File: config.mk
export PLATFORM = sky130hd
export DESIGN_NAME = morse_letter_decoder
export DESIGN_NICKNAME = d
export VERILOG_FILES = /design/src/rtl/morse_pkg.sv /design/src/rtl/morse_lut.sv /design/src/rtl/morse_letter_decoder.sv
export SDC_FILE = /design/constraint.sdc
export NUM_CORES = 1
export LEC_CHECK = 0
export BUFFER_PORTS_ARGS = -buffer_cell sky130_fd_sc_hd__buf_2
export CAP_MARGIN = 20
export CORE_ASPECT_RATIO = 1.2
export CORE_MARGIN = 5
export CORE_UTILIZATION = 40
export DETAILED_ROUTE_END_ITERATION = 10
export HOLD_SLACK_MARGIN = 0.05
export SETUP_SLACK_MARGIN = 0.5
export SYNTH_ARGS = -nofsm -noshare
export SYNTH_HDL_FRONTEND = slang
export SYNTH_SLANG_ARGS = --single-unit
File: constraint.sdc
create_clock -name Clk -period 6.4 [get_ports Clk]
set_input_delay 0.96 -clock Clk [delete_from_list [all_inputs] [get_ports Clk]]
set_output_delay 0.96 -clock Clk [all_outputs]
set_load 0.05 [all_outputs]
File: src/rtl/morse_pkg.sv
// morse_pkg: FSM states, letter codes and the (length, pattern) table shared by the decoder.
package morse_pkg;
  typedef enum logic [1:0] {S_IDLE, S_PRESS, S_GAP, S_EMIT} state_e;
  typedef enum logic [4:0] {
    L_A, L_B, L_C, L_D, L_E, L_F, L_G, L_H, L_I, L_J, L_K, L_L, L_M,
    L_N, L_O, L_P, L_Q, L_R, L_S, L_T, L_U, L_V, L_W, L_X, L_Y, L_Z
  } letter_e;
  localparam int N_LETTERS = 26;
  // Dot=0, dash=1; first symbol sits in the MSB of the len-bit field.
  localparam logic [2:0] MORSE_LEN [N_LETTERS] = '{
    3'd2, 3'd4, 3'd4, 3'd3, 3'd1, 3'd4, 3'd3, 3'd4, 3'd2, 3'd4, 3'd3, 3'd4, 3'd2,
    3'd2, 3'd3, 3'd4, 3'd4, 3'd3, 3'd3, 3'd1, 3'd3, 3'd4, 3'd3, 3'd4, 3'd4, 3'd4
  };
  localparam logic [3:0] MORSE_PAT [N_LETTERS] = '{
    4'b0001, 4'b1000, 4'b1010, 4'b0100, 4'b0000, 4'b0010, 4'b0110, 4'b0000, 4'b0000,
    4'b0111, 4'b0101, 4'b0100, 4'b0011, 4'b0010, 4'b0111, 4'b0110, 4'b1101, 4'b0010,
    4'b0000, 4'b0001, 4'b0001, 4'b0001, 4'b0011, 4'b1001, 4'b1011, 4'b1100
  };
endpackage

File: src/rtl/morse_lut.sv
// morse_lut: combinational (length, pattern) to letter code lookup.
module morse_lut
  import morse_pkg::*;
(
  input  logic [3:0] sym,
  input  logic [2:0] sym_len,
  output logic [4:0] code,
  output logic       hit
);
  always_comb begin
    code = '0;
    hit  = 1'b0;
    for (int i = 0; i < N_LETTERS; i++)
      if (sym_len == MORSE_LEN[i] && sym == MORSE_PAT[i]) begin
        code = 5'(i);
        hit  = 1'b1;
      end
  end
endmodule

File: src/rtl/morse_letter_decoder.sv
// morse_letter_decoder: times key presses into dots/dashes and emits one decoded letter per gap.
module morse_letter_decoder
  import morse_pkg::*;
#(
  parameter int TICK_DIV  = 1000000,
  parameter int DOT_MAX   = 20,
  parameter int GAP_TICKS = 40
) (
  input  logic       Clk,
  input  logic       Reset,
  input  logic       Key,
  output logic [4:0] letter_code,
  output logic       letter_valid,
  output logic       letter_err,
  output logic [2:0] sym_len,
  output logic       busy
);
  localparam int PW   = TICK_DIV > 1 ? $clog2(TICK_DIV) : 1;
  localparam int DMAX = DOT_MAX > GAP_TICKS ? DOT_MAX : GAP_TICKS;
  localparam int DW   = $clog2(DMAX + 1);
  state_e        state_q, state_d;
  logic [PW-1:0] pre_q, pre_d;
  logic [DW-1:0] dur_q, dur_d;
  logic [3:0]    sym_q, sym_d;
  logic [2:0]    len_q, len_d;
  logic [4:0]    code_q, code_d, lut_code;
  logic          valid_q, valid_d, err_q, err_d, key_q, tick, lut_hit;
  morse_lut u_lut (.sym(sym_q), .sym_len(len_q), .code(lut_code), .hit(lut_hit));
  assign tick  = pre_q == PW'(TICK_DIV - 1);
  assign pre_d = (Key != key_q || tick) ? '0 : pre_q + 1'b1;
  always_comb begin
    state_d = state_q;
    dur_d   = dur_q;
    sym_d   = sym_q;
    len_d   = len_q;
    code_d  = code_q;
    valid_d = 1'b0;
    err_d   = 1'b0;
    case (state_q)
      S_IDLE: if (Key) begin
        state_d = S_PRESS;
        dur_d   = '0;
      end
      S_PRESS: if (!Key) begin
        state_d = S_GAP;
        dur_d   = '0;
        sym_d   = len_q < 3'd4 ? {sym_q[2:0], dur_q >= DW'(DOT_MAX)} : sym_q;
        len_d   = len_q < 3'd4 ? len_q + 3'd1 : 3'd5;
      end else if (tick && dur_q < DW'(DOT_MAX)) dur_d = dur_q + 1'b1;
      S_GAP: if (Key) begin
        state_d = S_PRESS;
        dur_d   = '0;
      end else if (dur_q == DW'(GAP_TICKS)) state_d = S_EMIT;
      else if (tick) dur_d = dur_q + 1'b1;
      default: begin
        state_d = S_IDLE;
        sym_d   = '0;
        len_d   = '0;
        valid_d = lut_hit;
        err_d   = !lut_hit;
        code_d  = lut_hit ? lut_code : code_q;
      end
    endcase
  end
  always_ff @(posedge Clk) begin
    if (Reset) begin
      state_q <= S_IDLE;
      pre_q   <= '0;
      dur_q   <= '0;
      sym_q   <= '0;
      len_q   <= '0;
      code_q  <= '0;
      valid_q <= 1'b0;
      err_q   <= 1'b0;
      key_q   <= 1'b0;
    end else begin
      state_q <= state_d;
      pre_q   <= pre_d;
      dur_q   <= dur_d;
      sym_q   <= sym_d;
      len_q   <= len_d;
      code_q  <= code_d;
      valid_q <= valid_d;
      err_q   <= err_d;
      key_q   <= Key;
    end
  end
  assign letter_code  = code_q;
  assign letter_valid = valid_q;
  assign letter_err   = err_q;
  assign sym_len      = len_q;
  assign busy         = state_q != S_IDLE;
endmodule

-- Word-level counts from Yosys, hierarchy flattened
Cells that the tools add are included.
- reduce and logical (&&, ||, !) cells: 42
- bitwise logic cells: 2
- equality and inequality tests: 29
- add/sub/neg operators: 3
- magnitude comparators: 3
- multiplexer cells: 69
- operator list (operator ; number):
    $mux W5 ; 10
    $mux W4 ; 10
    $mux W6 ; 6
    $logic_and A1 B1 Y1 ; 27
    $mux W1 ; 27
    $eq A4 B4 Y1 const B ; 6
    $add A20 B1 Y20 const B ; 1
    $eq A20 B20 Y1 const B ; 1
    $mux W3 ; 6
    $pmux W6 S3 ; 1
    $eq A4 B3 Y1 const B ; 4
    $mux W2 ; 6
    $ne A3 B3 Y1 const B ; 4
    $eq A4 B2 Y1 const B ; 2
    $pmux W4 S2 ; 1
    $add A6 B1 Y6 const B ; 1
    $eq A3 B2 Y1 const B ; 2
    $eq A6 B6 Y1 const B ; 1
    $ge A6 B5 Y1 const B ; 1
    $lt A6 B5 Y1 const B ; 1
    $ne A2 B2 Y1 const B ; 3
    $pmux W2 S3 ; 1
    $pmux W3 S2 ; 1
    $reduce_and A3 Y1 ; 2
    other kinds (20) ; 23
- word-level logic and storage cells: 157
- bits in registers: 43
- bits of input ports: 3

-- Logic depth before layout (Yosys ltp)
- depth in word-level cells: 29
- gate-level depth with buffers: 9

-- Cells and area by module
From an unflattened synthesis, not the netlist that was laid out.
- cells, all modules: 318
- area, all modules: 2605.0 µm²
- by module, submodules not included (module ; cells each ; sequential area each (µm²) ; times used ; area each (µm²)):
    morse_letter_decoder ; 240 ; 860.8 ; 1 ; 2108.3
    morse_lut ; 78 ; 0.0 ; 1 ; 496.7

-- Worst setup path before layout
OpenSTA, ideal clock, no wires.
- kind: reg2reg
- start: register len_q[0], in the netlist sym_len[0]
- end: register code_q[3], in the netlist letter_code[3]
- required time: 6.284 ns
- stages on the path, launching flop included: 9
- data arrival time: 2.455 ns
- path slack: 3.829 ns
- library setup time: 0.116 ns
- period minus slack after synthesis: 2.571 ns
- cells stage by stage: dfxtp_1 inv_1 ha_1 and3_4 a22o_1 a221o_1 o31ai_4 nor3_1 a31o_1
- word-level cells in the longest chain between the ends: 29
- elaborated cells on any way between the ends: 75
- ends and longest elaborated chain (what ; RTL line ; RTL):
    start: declaration ; morse_letter_decoder.sv:25 ; logic [2:0] len_q, len_d;
    start signal: assignment ; morse_letter_decoder.sv:81 ; len_q <= len_d;
    $eq A3 B2 Y1 ; morse_lut.sv:14 ; if (sym_len == MORSE_LEN[i] && sym == MORSE_PAT[i]) begin
    $logic_and A1 B1 Y1 ; morse_lut.sv:14 ;
    $mux W1 (26 in a row) ; morse_lut.sv:14 ;
    $reduce_and A2 Y1 (no source line) ; - ;
    end signal: assignment ; morse_letter_decoder.sv:82 ; code_q <= code_d;
    end: declaration ; morse_letter_decoder.sv:26 ; logic [4:0] code_q, code_d, lut_code;
Parallel ways exist; a longest one is shown, timed or not.
A chain may end at the register's enable or synchronous reset.

-- Final worst setup path
- start: register sym_q[2]
- end: register code_q[2], in the netlist letter_code[2]
- word-level cells in the longest chain between the ends: 29
- elaborated cells on any way between the ends: 89
- ends and longest elaborated chain (what ; RTL line ; RTL):
    start: declaration ; morse_letter_decoder.sv:24 ; logic [3:0] sym_q, sym_d;
    start signal: assignment ; morse_letter_decoder.sv:80 ; sym_q <= sym_d;
    $eq A4 B1 Y1 ; morse_lut.sv:14 ;
    $logic_and A1 B1 Y1 ; morse_lut.sv:14 ;
    $mux W1 (26 in a row) ; morse_lut.sv:14 ;
    $reduce_and A2 Y1 (no source line) ; - ;
Parallel ways exist; a longest one is shown, timed or not.

==> metrics <==
status=completed; r2r worst-path depth=6; largest net degree at the start of global routing=27; drt first pass iters=4; max cap viols=0; Fmax achieved=0.412 GHz; DP Cell Count=383; clock transition at the registers of the reported paths=80 ps; Slew headroom=54.1%; initial core utilization=41.3%; pre-CTS setup slack=3820 ps; Synth Register Bits=43; commonest non-fill, non-tap cell in the layout=nor2_1; Finish-stage setup viols=0; FFs w/ async S/R, synth=0%; Mapped Area=2500 µm²; Overflow after GRT=0; post-synthesis net count=316; Port-buffer cells=13; crit-path max FO=20; worst min path class=reg -> reg; Core Region=6050 µm²; CP endpoint=letter_code[2]; CTS sink cnt=43; CTS HTree Levels=2; hold_buf cts=0; crit end category=flip-flop; pwr dens=270 nW/µm²; fin. max-slew vios=0; CP Launch Point=sym_q[2]; Vias=2087; Max IR drop VDD=0.146 mV; Finished Layout Cells=391; minimum clock period=2430 ps; initial drt markers=41; synth warn=0; hpwl dp=3.66 mm; setup ws final=3970 ps; crit share post-route=37.9%; Syn Inst Count=302; most frequent cells in the layout=nor2_1, dfxtp_1, nand2_1, inv_1; Synth cell types=59; post-CTS resize count=0; flop-to-flop setup slack=3970 ps; root buf cell=clkbuf_8; slowest CP cell=dfxtp_1; share of cells above drive strength 1=12.0%; n_diodes=0; Die H=96.6 µm; CTS tree=done; Setup CP Type=reg -> reg; Worst-Skew Late Latency=290 ps; RSZ-0062 raised after global routing=false; main flop type after synthesis=dfxtp_1; DR vias/cell=5.34; WP data required=6580 ps; post-CTS setup buffer count=0; Startpoint Class=flip-flop; initial antenna violation count=0; GRT Util Overall=13.9%; GRT met3 Usage=2.79%; GR met1 Demand/Resource=17.9%; worst reg2reg endpoint=letter_code[2]; I/O pin count=14; row count=31; Wirelength per Cell=12.9 µm; DRT Wirelength=5.05 mm; Slew @ Worst Pin=688 ps; GR peak layer=met2; Fin. Hold Viols=0; register area share after synthesis=34.4%; setup TNS=0 ps; r2r startpoint=sym_q[2]; Syn-to-layout area delta=8.51%; cts bufs inserted=5; static leakage=0.976 nW; Tot Pwr=0.732 mW; final net count=322; Die Wd=82.2 µm; Post-synth EDFFs=0; routability cong.=0.848; worst endpoint data arrival time=2610 ps; DRT antenna net count=0; grt met2 use=22.7%; syn avg cell area=8.28 µm²; first-pass GRT wire length=9.16 mm; DRC Markers=0; Clock Tree Buf Depth=2; Layout Utilization=44.8%; die area=7940 µm²; slowest stage delay, CP=770 ps; Worst Skew=8.05 ps; vias in the first global route=2036; Cell Chain, Critical Path=nor3_1 > a22o_1 > a221o_1 > o31ai_4 > a2111oi_1 > a31o_1
-- sequential cells by signal, summed over array words and instances, names as in the netlist --
name,flops
letter_valid,1
letter_code,5
key_q,1
sym_len,3
sym_q,4
letter_err,1
state_q,2
pre_q,20
dur_q,6
-- worst min path at each step --
| stage | slack, ps | startpoint | cells past startpoint | endpoint |
|---|---|---|---|---|
| detailed placement | 450 | letter_code[0] | 2 | letter_code[0] |
| floorplan | 430 | pre_q[0] | 1 | pre_q[0] |
| global placement | 440 | letter_code[0] | 2 | letter_code[0] |
| finish | 450 | letter_code[0] | 2 | letter_code[0] |
| CTS | 460 | letter_code[0] | 2 | letter_code[0] |
| global route | 490 | letter_code[0] | 2 | letter_code[0] |
-- final cells by class --
type                            count  area, µm²
Inverter                           16       60.1
Sequential cell                    43        861
Clock buffer                        6       82.6
Tap cell                           82        103
Fill cell                         646       3340
Multi-Input combinational cell    229       1510
Clock inverter                      2       35.0
Timing Repair Buffer               13       65.1
-- logic make-up after synthesis --
group,Yosys count,share of synthesized area [%]
simple gates,136,29.5
xor+xnor,20,7.01
flops,43,34.4
buf+inv,30,5.31
compound gates,62,18.2
fa+ha+maj,11,5.51
-- report_power, final --
part           switching, mW  total, mW  internal (mW)
Combinational          0.155      0.222         0.0679
Clock                 0.0902      0.216          0.126
Sequential            0.0121      0.293          0.281
Total                  0.257      0.732          0.475
-- per-stage QoR --
step / hold slack, ps / cell area (µm²)
after global placement: 439 / 2590
after floorplan: 430 / 2500
after CTS: 457 / 2710
after detailed placement: 447 / 2590
final: 452 / 2710
after global routing: 491 / 2710
-- cell usage after synthesis, types with 3 or more instances --
cell type	count	area share, %
o21ai_0	15	3.0
nor3b_1	4	1.2
buf_2	4	0.80
a22oi_1	6	1.8
nand3_1	14	2.8
and3_1	5	1.3
nand2b_1	4	1.0
nand2_1	17	2.6
nor2b_1	4	1.0
ha_1	11	5.5
or3_1	5	1.3
or4_1	3	0.90
dfxtp_1	43	34
inv_1	16	2.4
xnor2_1	5	1.8
nand3b_1	4	1.2
a221oi_1	3	1.1
nand4_1	3	0.75
xor2_1	15	5.3
nor3_1	9	1.8
and2_1	3	0.75
a21oi_1	13	2.6
nor2_1	45	6.8
clkbuf_1	7	1.1
-- routing by layer --
metal,routed length (µm),up-vias
met5,0,-
met4,106,0
met3,176,9
met2,2480,30
met1,2290,968
li1,-,1080
-- worst max-delay path: cells and delay by family (launching register included) --
| family | cells | cell delay [ps] |
|---|---|---|
| compound gates | 5 | 1360 |
| flops | 1 | 770 |
| simple gates | 1 | 190 |
Power figures use the tool's default switching activity.
